`config.mk`:
```
export PLATFORM = sky130hd
export DESIGN_NAME = booth_mul
export DESIGN_NICKNAME = d
export VERILOG_FILES = /design/src/rtl/booth_mul.sv
export SDC_FILE = /design/constraint.sdc
export NUM_CORES = 1
export LEC_CHECK = 0
export CELL_PAD_IN_SITES_DETAIL_PLACEMENT = 1
export CELL_PAD_IN_SITES_GLOBAL_PLACEMENT = 2
export CORE_ASPECT_RATIO = 0.7
export CORE_MARGIN = 5
export CORE_UTILIZATION = 30
export CTS_CLUSTER_SIZE = 10
export DETAILED_ROUTE_END_ITERATION = 10
export GPL_TIMING_DRIVEN = 0
export MAX_ROUTING_LAYER = met4
export PLACE_DENSITY_LB_ADDON = 0.05
export SLEW_MARGIN = 30
export SYNTH_ARGS = -nofsm -noshare
export SYNTH_HDL_FRONTEND = slang
export SYNTH_SLANG_ARGS = --single-unit
```
`constraint.sdc`:
```
create_clock -name mul_clk -period 5.84 [get_ports mul_clk]
set_clock_uncertainty 0.1 [all_clocks]
set_input_delay 1.752 -clock mul_clk [delete_from_list [all_inputs] [get_ports mul_clk]]
set_output_delay 1.752 -clock mul_clk [all_outputs]
set_load 0.01 [all_outputs]
```
`src/rtl/booth_mul.sv`:
```
// Radix-4 Booth sequential multiplier, signed or unsigned operands.
// Latency: WIDTH/2+1 clock edges from accept to out_valid, independent of operand values.
// Backpressure: the result holds in DONE until out_ready; in_ready stays low until the FSM is back in IDLE.
module booth_mul #(
   parameter int WIDTH = 32
) (
   input  logic                 mul_clk,
   input  logic                 resetn,
   input  logic                 flush,
   input  logic                 in_valid,
   output logic                 in_ready,
   input  logic                 mul_signed,
   input  logic [WIDTH-1:0]     x,
   input  logic [WIDTH-1:0]     y,
   output logic                 out_valid,
   input  logic                 out_ready,
   output logic [2*WIDTH-1:0]   result,
   output logic                 busy
);

   localparam int ITER = WIDTH / 2 + 1;       // Booth digits == compute cycles
   localparam int CW   = $clog2(ITER + 1);
   localparam int PW   = 2 * WIDTH;           // product width; arithmetic is modulo 2^PW
   localparam int MW   = WIDTH + 3;           // extended multiplier plus the implicit bit -1
   localparam logic [CW-1:0] LAST_CNT = CW'(ITER - 1);

   typedef enum logic [1:0] {
      S_IDLE,
      S_CALC,
      S_DONE
   } state_t;

   state_t          r_state;
   state_t          w_state_nxt;
   logic [CW-1:0]   r_cnt;
   logic [PW-1:0]   r_mcand;    // multiplicand, pre-shifted by 2i for the current digit
   logic [MW-1:0]   r_mplier;   // multiplier; bits [2:0] are the current Booth triplet
   logic [PW-1:0]   r_acc;
   logic [PW-1:0]   r_result;
   logic [PW-1:0]   w_pp;
   logic [PW-1:0]   w_acc_nxt;
   logic            w_accept;
   logic            w_last;
   logic            w_x_ext;
   logic            w_y_ext;

   // Handshake and status outputs; in_ready is also held low while reset is asserted.
   assign in_ready  = resetn & (r_state == S_IDLE) & ~flush;
   assign out_valid = (r_state == S_DONE);
   assign busy      = (r_state != S_IDLE);
   assign result    = out_valid ? r_result : '0;

   assign w_accept  = in_valid & in_ready;
   assign w_last    = (r_state == S_CALC) && (r_cnt == LAST_CNT);

   // Extension bits: sign for two's-complement operands, zero otherwise.
   assign w_x_ext   = mul_signed & x[WIDTH-1];
   assign w_y_ext   = mul_signed & y[WIDTH-1];

   // State register.
   always_ff @(posedge mul_clk or negedge resetn) begin
      if (!resetn) begin
         r_state <= S_IDLE;
      end else begin
         r_state <= w_state_nxt;
      end
   end

   // Next-state logic; flush overrides accept and the output handshake.
   always_comb begin
      w_state_nxt = r_state;
      case (r_state)
         S_IDLE:  if (w_accept)  w_state_nxt = S_CALC;
         S_CALC:  if (w_last)    w_state_nxt = S_DONE;
         S_DONE:  if (out_ready) w_state_nxt = S_IDLE;
         default:                w_state_nxt = S_IDLE;
      endcase
      if (flush) begin
         w_state_nxt = S_IDLE;
      end
   end

   // Booth recoding of the current triplet into {0, +-X, +-2X}.
   always_comb begin
      w_pp = '0;
      case (r_mplier[2:0])
         3'b001, 3'b010: w_pp = r_mcand;
         3'b011:         w_pp = {r_mcand[PW-2:0], 1'b0};
         3'b100:         w_pp = -{r_mcand[PW-2:0], 1'b0};
         3'b101, 3'b110: w_pp = -r_mcand;
         default:        w_pp = '0;
      endcase
   end

   assign w_acc_nxt = r_acc + w_pp;

   // Datapath: latch operands at accept, then one digit per CALC edge.
   always_ff @(posedge mul_clk or negedge resetn) begin
      if (!resetn) begin
         r_cnt    <= '0;
         r_mcand  <= '0;
         r_mplier <= '0;
         r_acc    <= '0;
         r_result <= '0;
      end else if (flush) begin
         r_cnt    <= '0;
         r_acc    <= '0;
      end else if (w_accept) begin
         r_cnt    <= '0;
         r_acc    <= '0;
         r_mcand  <= {{WIDTH{w_x_ext}}, x};
         r_mplier <= {w_y_ext, w_y_ext, y, 1'b0};
      end else if (r_state == S_CALC) begin
         r_cnt    <= r_cnt + CW'(1);
         r_acc    <= w_acc_nxt;
         r_mcand  <= {r_mcand[PW-3:0], 2'b00};
         r_mplier <= {{2{r_mplier[MW-1]}}, r_mplier[MW-1:2]};
         if (w_last) begin
            r_result <= w_acc_nxt;
         end
      end
   end

endmodule
```
# After elaboration in Yosys (flattened, before gate mapping)
# Index checks and enable logic that the tools add are counted.
[totals]
register_bits = 234
latch_bits = 0
ram_bits = 0
mem_bits_ro = 0
in_bits = 70
out_inout_bits = 67
mem_count = 0
[op_classes]
n_addsub = 4
mul = 0
div_mod_pow = 0
n_lt_le_gt_ge = 0
eq_ne = 12
shifts = 0
muxes = 17
bitwise_logic = 7
reduce_logical = 11
[ops]
columns = ["op", "count"]
rows = [
  ["$mux W64", 6],
  ["$pmux W64 S4", 1],
  ["$neg A64 Y64", 2],
  ["$add A64 B64 Y64", 1],
  ["$mux W35", 1],
  ["$mux W34", 1],
  ["$mux W5", 3],
  ["$eq A3 B3 Y1 const B", 3],
  ["$mux W2", 4],
  ["$eq A3 B2 Y1 const B", 2],
  ["$ne A3 B3 Y1 const B", 2],
  ["$pmux W2 S3", 1],
  ["$add A5 B1 Y5 const B", 1],
  ["$and A1 B1 Y1", 5],
  ["$eq A5 B5 Y1 const B", 1],
  ["$reduce_and A2 Y1", 2],
  ["$reduce_and A4 Y1", 1],
  ["$reduce_bool A2 Y1", 2],
  ["$reduce_or A2 Y1", 2],
  ["$eq A3 B1 Y1 const B", 1],
  ["$ne A3 B2 Y1 const B", 1],
  ["$reduce_and A3 Y1", 1],
  ["$reduce_bool A3 Y1", 1],
  ["$eq A2 B1 Y1 const B", 1],
  ["other kinds (4)", 5],
]

# Depth between registers and ports, before layout
[depth]
depth_word = 7
mapped_depth = 22

# Worst setup path after synthesis
# No wires, ideal clock.
[synth_path]
path_type = "register -> register"
startpoint = "register r_mcand[7]"
endpoint = "register r_result[55]"
setup_time_ns = 0.125
arrival_time_ns = 5.464
required_ns = 5.615
setup_slack_ns = 0.152
stages_incl_launch_ff = 21
period_less_slack_ns = 5.688
cell_sequence = "dfrtp_1 > buf_6 > or4_4 > or4_4 > or4_1 > clkbuf_1 > or2_2 > nor4b_2 > xnor2_1 > nand2_1 > mux2_2 > a21oi_1 > ha_1 > clkbuf_1 > nand4_1 > nor4_1 > nand2_1 > o21a_1 > o31ai_1 > xor2_1 > mux2_2"
[synth_between]
elab_chain_len = 3
[synth_lines]
columns = ["item", "line", "source"]
rows = [
  ["start: declaration", "36", "logic [PW-1:0] r_mcand;"],
  ["start signal: assignment", "111", "r_mcand <= {{WIDTH{w_x_ext}}, x};"],
  ["start signal: assignment", "116", "r_mcand <= {r_mcand[PW-3:0], 2'b00};"],
  ["$neg A64 Y64, on equally long branches", "90, 89", ""],
  ["$pmux W64 S4 (*)", "86", "case (r_mplier[2:0])"],
  ["$add A64 B64 Y64 (*)", "95", "assign w_acc_nxt = r_acc + w_pp;"],
  ["end signal: assignment", "119", "r_result <= w_acc_nxt;"],
  ["end: declaration", "39", "logic [PW-1:0] r_result;"],
]
# Mark *: on every way between the ends. The rest lies on a longest branch, timed or not.
# A chain may end at the register's enable or synchronous reset.

# Worst setup path in the final report
[layout_path]
startpoint = "register r_mcand[11]"
endpoint = "register r_result[60]"
# The elaborated chain is that of the path after synthesis.

==> flow_summary_export.csv <==
group,metric,value,unit
clocking,clkLatencyLatePin,0.61,ns
detailed_routing,ant_nets,0,
place,gp_congestion,0.934,
timing,rsz0062_at_grt,"yes",
power_and_ir_drop,powerDensity,375,nW/um^2
detailed_routing,wl_per_cell,26.3,um
setup_path,path_cells,"buf_6 -> or4_4 -> or4_4 -> or3_4 -> or4_4 -> or3_4 -> or3_4 -> a22oi_1 -> o21ai_2 -> ha_4 -> nand4_1 -> nor2_2 -> nand4_1 -> nor2_1 -> nand4_1 -> o211ai_1 -> xor2_1 -> mux2_2",
timing,fin_crit_sh,101,%
floorplanning,coreArea,57000,um^2
timing,report.final.hold_viol_count,0,
floorplanning,rows,73,
synth,synthXorXnorAreaFrac,6.57,%
timing,holdWs,0.366,ns
min_path,min_from,"r_result[7]$_DFFE_PN0P_",
grt,antenna_found_initial,10,
detailed_routing,drc,0,
floorplanning,die_y,211,um
place,placed_cell_area,19700,um^2
timing,worstMarginPinSlew,0.957,ns
timing,fin_tns_setup,-0.103,ns
setup_path,r2r_start,"r_mcand[11]$_DFFE_PN0P_",
floorplanning,dieWidth,297,um
setup_path,slowest_delay,0.61,ns
floorplanning,io_pins,137,
finish,drive_gt1_share,15.4,%
grt,grt_pass1_vias,17900,
setup_path,crit_fanout,6,
finish,final_nets,2516,
status,violations,"negative setup slack",
synth,synth-edff-count,0,
detailed_routing,drt-total-wl,82600,um
detailed_routing,drtIter0Drc,1453,
min_path,hp-class,"flop to flop",
synth,synth_seq_cells,234,
synth,async_flop_share,100,%
grt,track_usage,25.9,%
synth,muxShareOfSynthArea,2.56,%
clocking,numCtsBuffers,29,
finish,design_area,22100,um^2
synth,synthCells,2185,
setup_path,worst_setup_path_end_kind,"flop",
synth,synth-seq-area-share,33.8,%
setup_path,critical_path_class,"flop to flop",
status,status,"finished with violations",
timing,fmax,0.170,GHz
synth,synth_top_family_by_area,"compound AO/OA/AOI/OAI gates",
setup_path,worstPathRequired,6.23,ns
place,place_hpwl,62800,um
synth,syn_area,17300,um^2
place,io_buffers,135,
timing,timing.final.ws_setup,-0.0561,ns
clocking,cts.clk_slew.worst_paths,0.06,ns
synth,synth_fa_ha_area_share,4.88,%
clocking,cts_tree,"yes",
synth,synth_simple_gate_area_share,23.2,%
synth,syn_area_per_cell,7.93,um^2
timing,fin_crit,5.90,ns
synth,synth_fp_nets,2322,
timing,final_max_slew_viol_count,0,
flow_run,maxCapViolCount,0,
synth,ys_types,75,
power_and_ir_drop,p_leak,9.38,nW
synth,synth_compound_area_share,24.0,%
grt,grt_pass1_wl,121000,um
synth,synth_ff_type,"dfrtp_1",
detailed_routing,vias,18000,
setup_path,worstSetupStartpointType,"flop",
clocking,cts_max_level,1,
clocking,clk_path_buf_depth,3,
timing,setup_violations,2,
detailed_routing,dr.pass1.iters,7,
clocking,cts.sinks,234,
setup_path,startpoint,"r_mcand[11]$_DFFE_PN0P_",
setup_path,slowest_stage,"or4_4",
finish,nFillCells,6723,
timing,relSlewSlack,35.7,%
finish,syn_to_final_growth,27.3,%
power_and_ir_drop,vdd_drop_max,0.236,mV
synth,yosysWarnings,0,
floorplanning,start_util,30.4,%
grt,gr-total-overflow,0,
setup_path,worstPathArrival,6.29,ns
clocking,ctsRootBufferMaster,"clkbuf_16",
floorplanning,die_area,62800,um^2
detailed_routing,via_per_inst,5.72,
grt,grt_start_max_net_pins,75,
sequential cells by signal, indices dropped and copies added, names as in the netlist:
name / flops
r_mcand: 64
r_cnt: 5
r_state: 2
r_mplier: 35
r_acc: 64
r_result: 64
power by group:
part / internal [mW] / leakage [nW] / switching, mW / total (mW)
clock: 0.977 / 0.417 / 0.792 / 1.77
combinational: 1.44 / 5.92 / 2.99 / 4.43
sequential: 1.85 / 3.05 / 0.229 / 2.07
total: 4.26 / 9.38 / 4.01 / 8.27
cell families after synthesis:
| group | after synthesis |
|---|---|
| muxes | 41 |
| DFF | 234 |
| xor gates and xnor gates | 130 |
| AOI/OAI and AO/OA | 631 |
| adders and majority gates | 67 |
| and+or+nand+nor | 860 |
| buffers and inverters | 222 |
cells in the mapped netlist, types with 41 or more instances:
| cell | n | share of area [%] |
|---|---|---|
| nand2_1 | 371 | 8.0 |
| nand4_1 | 47 | 1.7 |
| o21ai_0 | 120 | 3.5 |
| nor2_1 | 181 | 3.9 |
| nor3_1 | 41 | 1.2 |
| ha_1 | 66 | 4.8 |
| xnor2_1 | 69 | 3.5 |
| a21oi_1 | 161 | 4.6 |
| and2_1 | 72 | 2.6 |
| clkbuf_1 | 175 | 3.8 |
| xor2_1 | 61 | 3.1 |
| dfrtp_1 | 234 | 34 |
| a22o_1 | 58 | 2.9 |
| a22oi_1 | 91 | 3.9 |
final timing paths:
| path | depth (start not counted) | end | slack (ns) |
|---|---|---|---|
| setup / recovery | 18 | r_result[60]$_DFFE_PN0P_ | -0.06 |
| hold / removal | 2 | r_result[7]$_DFFE_PN0P_ | 0.37 |
| setup reg to reg | 18 | r_result[60]$_DFFE_PN0P_ | -0.06 |
| hold reg to reg | 2 | r_result[7]$_DFFE_PN0P_ | 0.37 |
| max in group asynchronous | 3 | r_mcand[35]$_DFFE_PN0P_ | 3.51 |
| min in group asynchronous | 1 | r_result[5]$_DFFE_PN0P_ | 0.94 |
per-stage QoR:
step	cells	utilization (%)	power [mW]	setup slack (ns)
final	3142	38.7	8.27	-0.0561
after detailed placement	3073	34.6	5.88	-1.71
after global routing	3142	38.7	8.67	-0.107
after CTS	3123	37.7	8.04	-0.0273
after global placement	3070	34.4	5.80	-8.24
after floorplan	2185	-	4.36	0.152
per-layer routing:
metal | wire length, um | track usage, % | vias to the layer above
met5 | 0 | - | -
li1 | - | - | 8188
met1 | 43000 | 40.1 | 9171
met3 | 5520 | 4.53 | 77
met4 | 1500 | 3.95 | 0
met2 | 32600 | 35.6 | 524
cell usage in the layout, fill, tap and decap left out, types with 9 or more instances in the layout:
cell type	netlist	final
nand2_1	371	364
dfrtp_1	234	229
nor2_1	181	169
a21oi_1	161	138
clkdlybuf4s50_1	0	134
clkbuf_1	175	119
a22oi_1	91	90
o21ai_0	120	85
and2_1	72	72
xnor2_1	69	66
buf_4	1	64
a22o_1	58	58
xor2_1	61	57
nand4_1	47	47
ha_1	66	43
nor3_1	41	30
a21o_1	30	30
clkbuf_16	0	29
mux2_2	27	27
inv_1	26	26
nand3_1	26	24
clkbuf_2	0	22
or3_1	27	21
a21oi_2	0	21
o21bai_1	20	19
o21ai_1	3	18
o21ai_2	0	18
nand2b_1	18	17
a31oi_1	21	17
mux2i_1	14	14
ha_4	0	14
o31ai_1	19	13
buf_1	13	11
a221oi_1	14	11
or2_2	13	10
nor2_2	0	9
a211oi_1	15	9
ha_2	0	9
what timing repair did:
item	CTS	global route
gates cloned	0	0
endpoints found under the setup margin	92	68
buffers inserted	37	26
pin swaps	41	50
resized for setup	179	106
hold buffers	0	0
cell type report:
class	count	area (um^2)	share of cell area [%]
antenna	2	5.00	0.0227
buffer	156	642	2.91
clock buffer	37	786	3.56
clock inverter	5	67.6	0.306
inverter	27	105	0.477
multi-input combinational	1729	11700	53.1
sequential	234	5860	26.6
tap	750	938	4.25
timing repair buffer	202	1940	8.79
critical path, delay by kind of cell, from the launching register on:
family | cells | cell delay, ns
buf+inv | 1 | 0.12
simple gates | 11 | 3.63
fa+ha+maj | 1 | 0.41
compound gates | 3 | 0.70
flops | 1 | 0.37
mux | 1 | 0.29
xor+xnor | 1 | 0.15
Power figures use the tool's default switching activity.
